**config.mk**
```make
export PLATFORM = sky130hd
export DESIGN_NAME = fetch_unit
export DESIGN_NICKNAME = d
export VERILOG_FILES = /design/src/rtl/fetch_unit.sv
export SDC_FILE = /design/constraint.sdc
export NUM_CORES = 1
export LEC_CHECK = 0
export CAP_MARGIN = 20
export CELL_PAD_IN_SITES_DETAIL_PLACEMENT = 2
export CELL_PAD_IN_SITES_GLOBAL_PLACEMENT = 2
export CORE_MARGIN = 10
export CORE_UTILIZATION = 25
export CTS_CLUSTER_SIZE = 12
export DETAILED_ROUTE_END_ITERATION = 6
export PLACE_DENSITY_LB_ADDON = 0.1
export SYNTH_ARGS = -nofsm -noshare
export SYNTH_HDL_FRONTEND = slang
export SYNTH_SLANG_ARGS = --single-unit
```
**constraint.sdc**
```tcl
create_clock -name clk -period 4 [get_ports clk]
set_input_delay 0.6 -clock clk [delete_from_list [all_inputs] [get_ports clk]]
set_output_delay 0.6 -clock clk [all_outputs]
set_load 0.02 [all_outputs]
```
**src/rtl/fetch_unit.sv**
```systemverilog
// Instruction-fetch stage with IF/ID pipeline register: PC ownership, redirects, stall/flush, HALT latch.
// Optional perf counters (perf_fetched/perf_stall/perf_squash) enabled by defining FETCH_PERF_CNT_EN.
module fetch_unit #(
    parameter int              PC_W     = 9,
    parameter logic [PC_W-1:0] RESET_PC = '0,
    parameter int              INSTR_W  = 16
) (
    input  logic               clk,
    input  logic               rst_n,
    output logic [PC_W-1:0]    imem_addr,
    input  logic [INSTR_W-1:0] imem_rdata,
    input  logic               stall,
    input  logic               flush,
    input  logic [1:0]         pc_sel,
    input  logic               branch_taken,
    input  logic [PC_W-1:0]    reg_target,
    output logic [INSTR_W-1:0] if_id_instr,
    output logic [PC_W-1:0]    if_id_pc,
    output logic [PC_W-1:0]    if_id_link,
    output logic               if_id_valid,
    output logic               halted
`ifdef FETCH_PERF_CNT_EN
    ,
    output logic [15:0]        perf_fetched,
    output logic [15:0]        perf_stall,
    output logic [15:0]        perf_squash
`endif
);

    typedef enum logic [1:0] {BOOT, RUN, HALT} state_t;

    state_t             state, state_nx;
    logic [PC_W-1:0]    pc, pc_nx, ipc_nx;
    logic [INSTR_W-1:0] instr_nx;
    logic               valid_nx;
    logic [PC_W-1:0]    sext, rel_target, target;
    logic               redirect, halt_op;

    assign sext       = {{(PC_W-8){if_id_instr[7]}}, if_id_instr[7:0]};
    assign rel_target = if_id_pc + PC_W'(1) + sext;
    assign target     = (pc_sel == 2'b10) ? reg_target : rel_target;
    assign redirect   = if_id_valid & (((pc_sel == 2'b01) & branch_taken) |
                                       (pc_sel == 2'b11) | (pc_sel == 2'b10));
    assign halt_op    = if_id_valid & (if_id_instr[INSTR_W-1 -: 3] == 3'b111);

    assign imem_addr  = pc;
    assign if_id_link = if_id_pc + PC_W'(1);
    assign halted     = (state == HALT);

    always_comb begin
        state_nx = state;
        pc_nx    = pc;
        instr_nx = if_id_instr;
        ipc_nx   = if_id_pc;
        valid_nx = if_id_valid;
        case (state)
            BOOT: state_nx = RUN;
            RUN: begin
                if (stall) begin
                    state_nx = RUN;
                end else if (redirect) begin
                    pc_nx    = target;
                    instr_nx = '0;
                    valid_nx = 1'b0;
                end else if (halt_op) begin
                    // HALT entry still advances PC once; the fetched word is discarded.
                    state_nx = HALT;
                    pc_nx    = pc + PC_W'(1);
                    instr_nx = '0;
                    valid_nx = 1'b0;
                end else if (flush) begin
                    pc_nx    = pc + PC_W'(1);
                    instr_nx = '0;
                    valid_nx = 1'b0;
                end else begin
                    pc_nx    = pc + PC_W'(1);
                    instr_nx = imem_rdata;
                    ipc_nx   = pc;
                    valid_nx = 1'b1;
                end
            end
            HALT:    state_nx = HALT;
            default: state_nx = BOOT;
        endcase
    end

    always_ff @(posedge clk or negedge rst_n) begin
        if (!rst_n) begin
            state       <= BOOT;
            pc          <= RESET_PC;
            if_id_instr <= '0;
            if_id_pc    <= '0;
            if_id_valid <= 1'b0;
        end else begin
            state       <= state_nx;
            pc          <= pc_nx;
            if_id_instr <= instr_nx;
            if_id_pc    <= ipc_nx;
            if_id_valid <= valid_nx;
        end
    end

`ifdef FETCH_PERF_CNT_EN
    logic fetch_ev, stall_ev, squash_ev;

    assign stall_ev  = (state == RUN) & stall;
    assign squash_ev = (state == RUN) & ~stall & (redirect | flush);
    assign fetch_ev  = (state == RUN) & ~stall & ~redirect & ~halt_op & ~flush;

    always_ff @(posedge clk or negedge rst_n) begin
        if (!rst_n) begin
            perf_fetched <= '0;
            perf_stall   <= '0;
            perf_squash  <= '0;
        end else begin
            if (fetch_ev && perf_fetched != '1) perf_fetched <= perf_fetched + 16'd1;
            if (stall_ev && perf_stall != '1)   perf_stall   <= perf_stall + 16'd1;
            if (squash_ev && perf_squash != '1) perf_squash  <= perf_squash + 16'd1;
        end
    end
`endif

endmodule

```
=== After elaboration in Yosys (flattened, before gate mapping) ===
Cells that the tools add are included.

* $add $sub $neg: 3
* $mul: 0
* Divide/modulo/power cells: 0
* Order comparisons: 0
* Equality and inequality tests: 8
* Shift-type cells: 0
* Multiplexer cells: 12
* Bitwise operators: 9
* Reduce and logical (&&, ||, !) cells: 4

{| class="wikitable"
|+ Operators by type and width
! operator !! count
|-
| $mux 16 || 3
|-
| $add 9x1->9 const B || 2
|-
| $mux 9 || 2
|-
| $add 9x9->9 || 1
|-
| $eq 2x2->1 const B || 3
|-
| $mux 2 || 3
|-
| $ne 3x3->1 const B || 2
|-
| $pmux 2 s3 || 1
|-
| $reduce_and 5->1 || 1
|-
| $eq 2x1->1 const B || 2
|-
| $not 1->1 || 4
|-
| $reduce_and 2->1 || 2
|-
| $and 1x1->1 || 3
|-
| $eq 3x3->1 const B || 1
|-
| $mux 1 || 3
|-
| $logic_not 2->1 || 1
|-
| $or 1x1->1 || 2
|}

* Flip-flop bits (word level): 37
* Latch bits: 0
* Bits in writable memories: 0
* Memory bits (read-only): 0
* Output and inout bits: 45
* Memories kept: 0

=== Depth between registers and ports, before layout ===
* Word-level depth: 8
* Depth in mapped cells: 10
* Depth with buffers taken out: 10

=== Worst setup path before layout ===
OpenSTA, ideal clock, no wires.

* Path type: register to register
* From: register if_id_pc[2]
* To: register pc[8], in the netlist imem_addr[8]
* Library setup time: 0.111 ns
* Arrival: 2.708 ns
* Data required time: 3.889 ns
* Slack: 1.181 ns
* Stages on the path, launching flop included: 11
* Path buffers: 0
* Clock period less this slack: 2.819 ns
* Cell sequence: dfrtp_1 and3_4 and3_1 nand3_1 xnor2_1 ha_1 and4_1 a211oi_1 o21a_1 xnor2_1 a222oi_1

* Longest elaborated chain between the ends: 4

{| class="wikitable"
|+ Ends and longest elaborated chain
! element !! RTL line !! RTL
|-
| start, declared || 18 || <nowiki>output logic [PC_W-1:0] if_id_pc,</nowiki>
|-
| start signal, assigned || 98 || <nowiki>if_id_pc <= ipc_nx;</nowiki>
|-
| $add 9x1->9 || n/a ||
|-
| net if_id_link[7] || 19 || <nowiki>output logic [PC_W-1:0] if_id_link,</nowiki>
|-
| $add 9x9->9 || 40 || <nowiki>assign rel_target = if_id_pc + PC_W'(1) + sext;</nowiki>
|-
| $mux 9 || 41 || <nowiki>assign target = (pc_sel == 2'b10) ? reg_target : rel_target;</nowiki>
|-
| $mux 9 || 61 || <nowiki>end else if (redirect) begin</nowiki>
|-
| end signal, assigned || 96 || <nowiki>pc <= pc_nx;</nowiki>
|-
| end, declared || 33 || <nowiki>logic [PC_W-1:0] pc, pc_nx, ipc_nx;</nowiki>
|}

The timed path passes the listed nets, and every way through them passes these cells.
A chain may end at the register's enable or synchronous reset.

=== Worst setup path in the final report ===
* From: register if_id_pc[2]
* To: output port if_id_link[7]

* Longest elaborated chain between the ends: 1

{| class="wikitable"
|+ Ends and longest elaborated chain
! element !! RTL line !! RTL
|-
| $add 9x1->9 || 47 || <nowiki>assign if_id_link = if_id_pc + PC_W'(1);</nowiki>
|-
| end, declared || 19 ||
|}

No other way between the ends.

==> impl_metrics.json <==
{
  "synth_nets": 252,
  "cp_max_fo": 6,
  "drt-initial-drc-count": 63,
  "core_area_mm2": 0.008636,
  "rows": 34,
  "vias": 1970,
  "final_max_slew_viol_count": 0,
  "syn2layout_area_growth_pct": 43.91,
  "synth.distinct_cells": 50,
  "post-place-cells": 387,
  "fmax_mhz": 357.7,
  "ys_ff_latch": 37,
  "slew_headroom_pct": 39.95,
  "drc": 0,
  "clk_latency_ps": 290,
  "skew_ps": 8.652,
  "synth_area_leader_cell": "dfrtp_1",
  "start_kind": "flop",
  "yosys-top-cells-area": "dfrtp_1 (42%), ha_1 (6.3%), a22o_1 (6.0%)",
  "yosysWarnings": 0,
  "num_io_pins": 77,
  "hold_class": "in -> async",
  "start_util_pct": 25.34,
  "cp_top_family": "buffers and inverters",
  "placement.io_buffers": 76,
  "hpwlAfterDp_mm": 6.022,
  "ir_drop_uv": 223.0,
  "cp.buffers_inverters": 1,
  "p_leak_nw": 1.294,
  "htreeDepth": 2,
  "instances_no_fill": 394,
  "avgViaCountPerCell": 5.000,
  "post_cts_buffers": 0,
  "fin_crit_sh_pct": 69.90,
  "grt_pass1_wl_mm": 12.71,
  "syn_inst": 208,
  "synth_ff_type": "dfrtp_1",
  "synth_edf_count": 0,
  "cts_root_buf": "clkbuf_8",
  "worst_slew_pin_slew_ps": 900.7,
  "cts_hold_buf": 0,
  "overflow": 0,
  "die_height_um": 113.6,
  "grt_max_degree": 38,
  "drive_gt1_share_pct": 9.091,
  "path_clk_slew_ps": 80,
  "cpPeakStageDelay_ps": 640,
  "crit_chain": "and3_4 > and3_1 > nand3_1 > xnor2_1 > clkdlybuf4s50_1",
  "hold_violations": 0,
  "antenna_found_initial": 0,
  "gp_congestion": 0.7154,
  "critical_path.endpoint_type": "output pin",
  "yosysTopAreaCellShare_pct": 42.31,
  "firstDrtPassIters": 4,
  "fin_crit_ps": 2796,
  "power_density_mw_per_mm2": 655.0,
  "crit_slowest_cell": "clkdlybuf4s50_1",
  "fillers": 929,
  "layout_commonest_cell": "clkdlybuf4s50_1",
  "required_ps": 3400,
  "worst-endpoint-arrival_ps": 2200,
  "avgSynthCellArea_um2": 10.52,
  "mostFrequentLayoutCells": "clkdlybuf4s50_1 (75), dfrtp_1 (37), a22o_1 (15)",
  "wl_mm": 7.757,
  "setup_viol": 0,
  "cts_resized": 0,
  "grt_pass1_vias": 2151,
  "clockBufferDepth": 2,
  "cts.sinks": 37,
  "reg2reg_slack_ps": 1310,
  "fp.dieArea_mm2": 0.01290,
  "grt_use_total_pct": 12.23,
  "yosysSeqAreaShare_pct": 42.31,
  "status": "finished clean",
  "rsz0062_at_grt": "no",
  "ant_nets": 0,
  "holdWs_ps": 428.8,
  "die_w_um": 113.6,
  "cts_tree": "yes",
  "cts_inserted_buffers": 5,
  "maxCapViolCount": 0,
  "avgRoutedWirePerCell_um": 19.69,
  "criticalPathCategory": "reg -> out",
  "fin_tns_setup_ps": 0,
  "postSynth.asyncResetShare_pct": 100.0,
  "fin_nets": 330,
  "syn_area_mm2": 0.002188,
  "diodes": 0
}
final cells by class:
class	instances	area, µm²	share of cell area [%]
clock buffer	7	86.33	2.741
inverter	7	26.28	0.8343
timing repair buffer	80	785.8	24.95
multi-input combinational	155	1190	37.78
sequential	37	925.9	29.40
tap	108	135.1	4.291
worst paths after layout:
kind / endpoint / startpoint / depth (start not counted)
min in group clk: state[0] / state[1] / 1
worst max register to register: imem_addr[8] / if_id_pc[2] / 10
worst min-delay path: imem_addr[8] / rst_n / 1
max in group asynchronous: if_id_instr[13] / rst_n / 1
worst max-delay path: if_id_link[7] / if_id_pc[2] / 5
worst min register to register: state[0] / state[1] / 1
metrics by stage:
step                power [mW]  utilization (%)  worst slack (ps)  instance area, µm²
floorplan                1.263                -              1181                2188
global placement         1.809            35.47              1137                3063
detailed placement       1.819            35.47              1046                3063
CTS                      2.109            36.47              1160                3149
global route             2.228            36.47              1061                3149
finish                   2.063            36.47              1204                3149
sequential cells by signal (all words and copies together) (netlist names):
signal and count:
if_id_pc 9, if_id_instr 16, state 2, imem_addr 9
if_id_valid 1
layer usage:
metal / global-route usage, % / routed length (µm) / vias to the layer above
met3: 3.832 / 421 / 2
met5: 0 / 0 / -
met1: 16.77 / 3702 / 996
met4: 2.792 / 32 / 0
li1: - / - / 934
met2: 18.29 / 3601 / 38
synthesized netlist by cell type, types with 6 or more instances:
| library cell | count |
|---|---|
| nor2_1 | 7 |
| o21ai_0 | 12 |
| nand3_1 | 9 |
| a22o_1 | 15 |
| inv_1 | 7 |
| mux2_2 | 7 |
| clkbuf_1 | 6 |
| nand2_1 | 9 |
| a21oi_1 | 9 |
| xnor2_1 | 9 |
| dfrtp_1 | 37 |
| ha_1 | 11 |
power breakdown:
part	internal [mW]	total, mW	switching (mW)	leakage [nW]
logic	0.563	1.15	0.584	0.794
clock network	0.137	0.276	0.139	0.0443
registers	0.473	0.640	0.167	0.456
cell families (layout without fill, tap and decap cells):
group | Yosys count | count (layout) | synth area share (%)
muxes | 10 | 10 | 5.032
xor gates and xnor gates | 15 | 15 | 6.347
buffers and inverters | 16 | 94 | 3.316
and+or+nand+nor | 53 | 53 | 14.47
AOI/OAI and AO/OA | 65 | 65 | 21.33
adders and majority gates | 12 | 12 | 7.204
DFF | 37 | 37 | 42.31
Note: power is estimated with default switching activity, not from simulation.
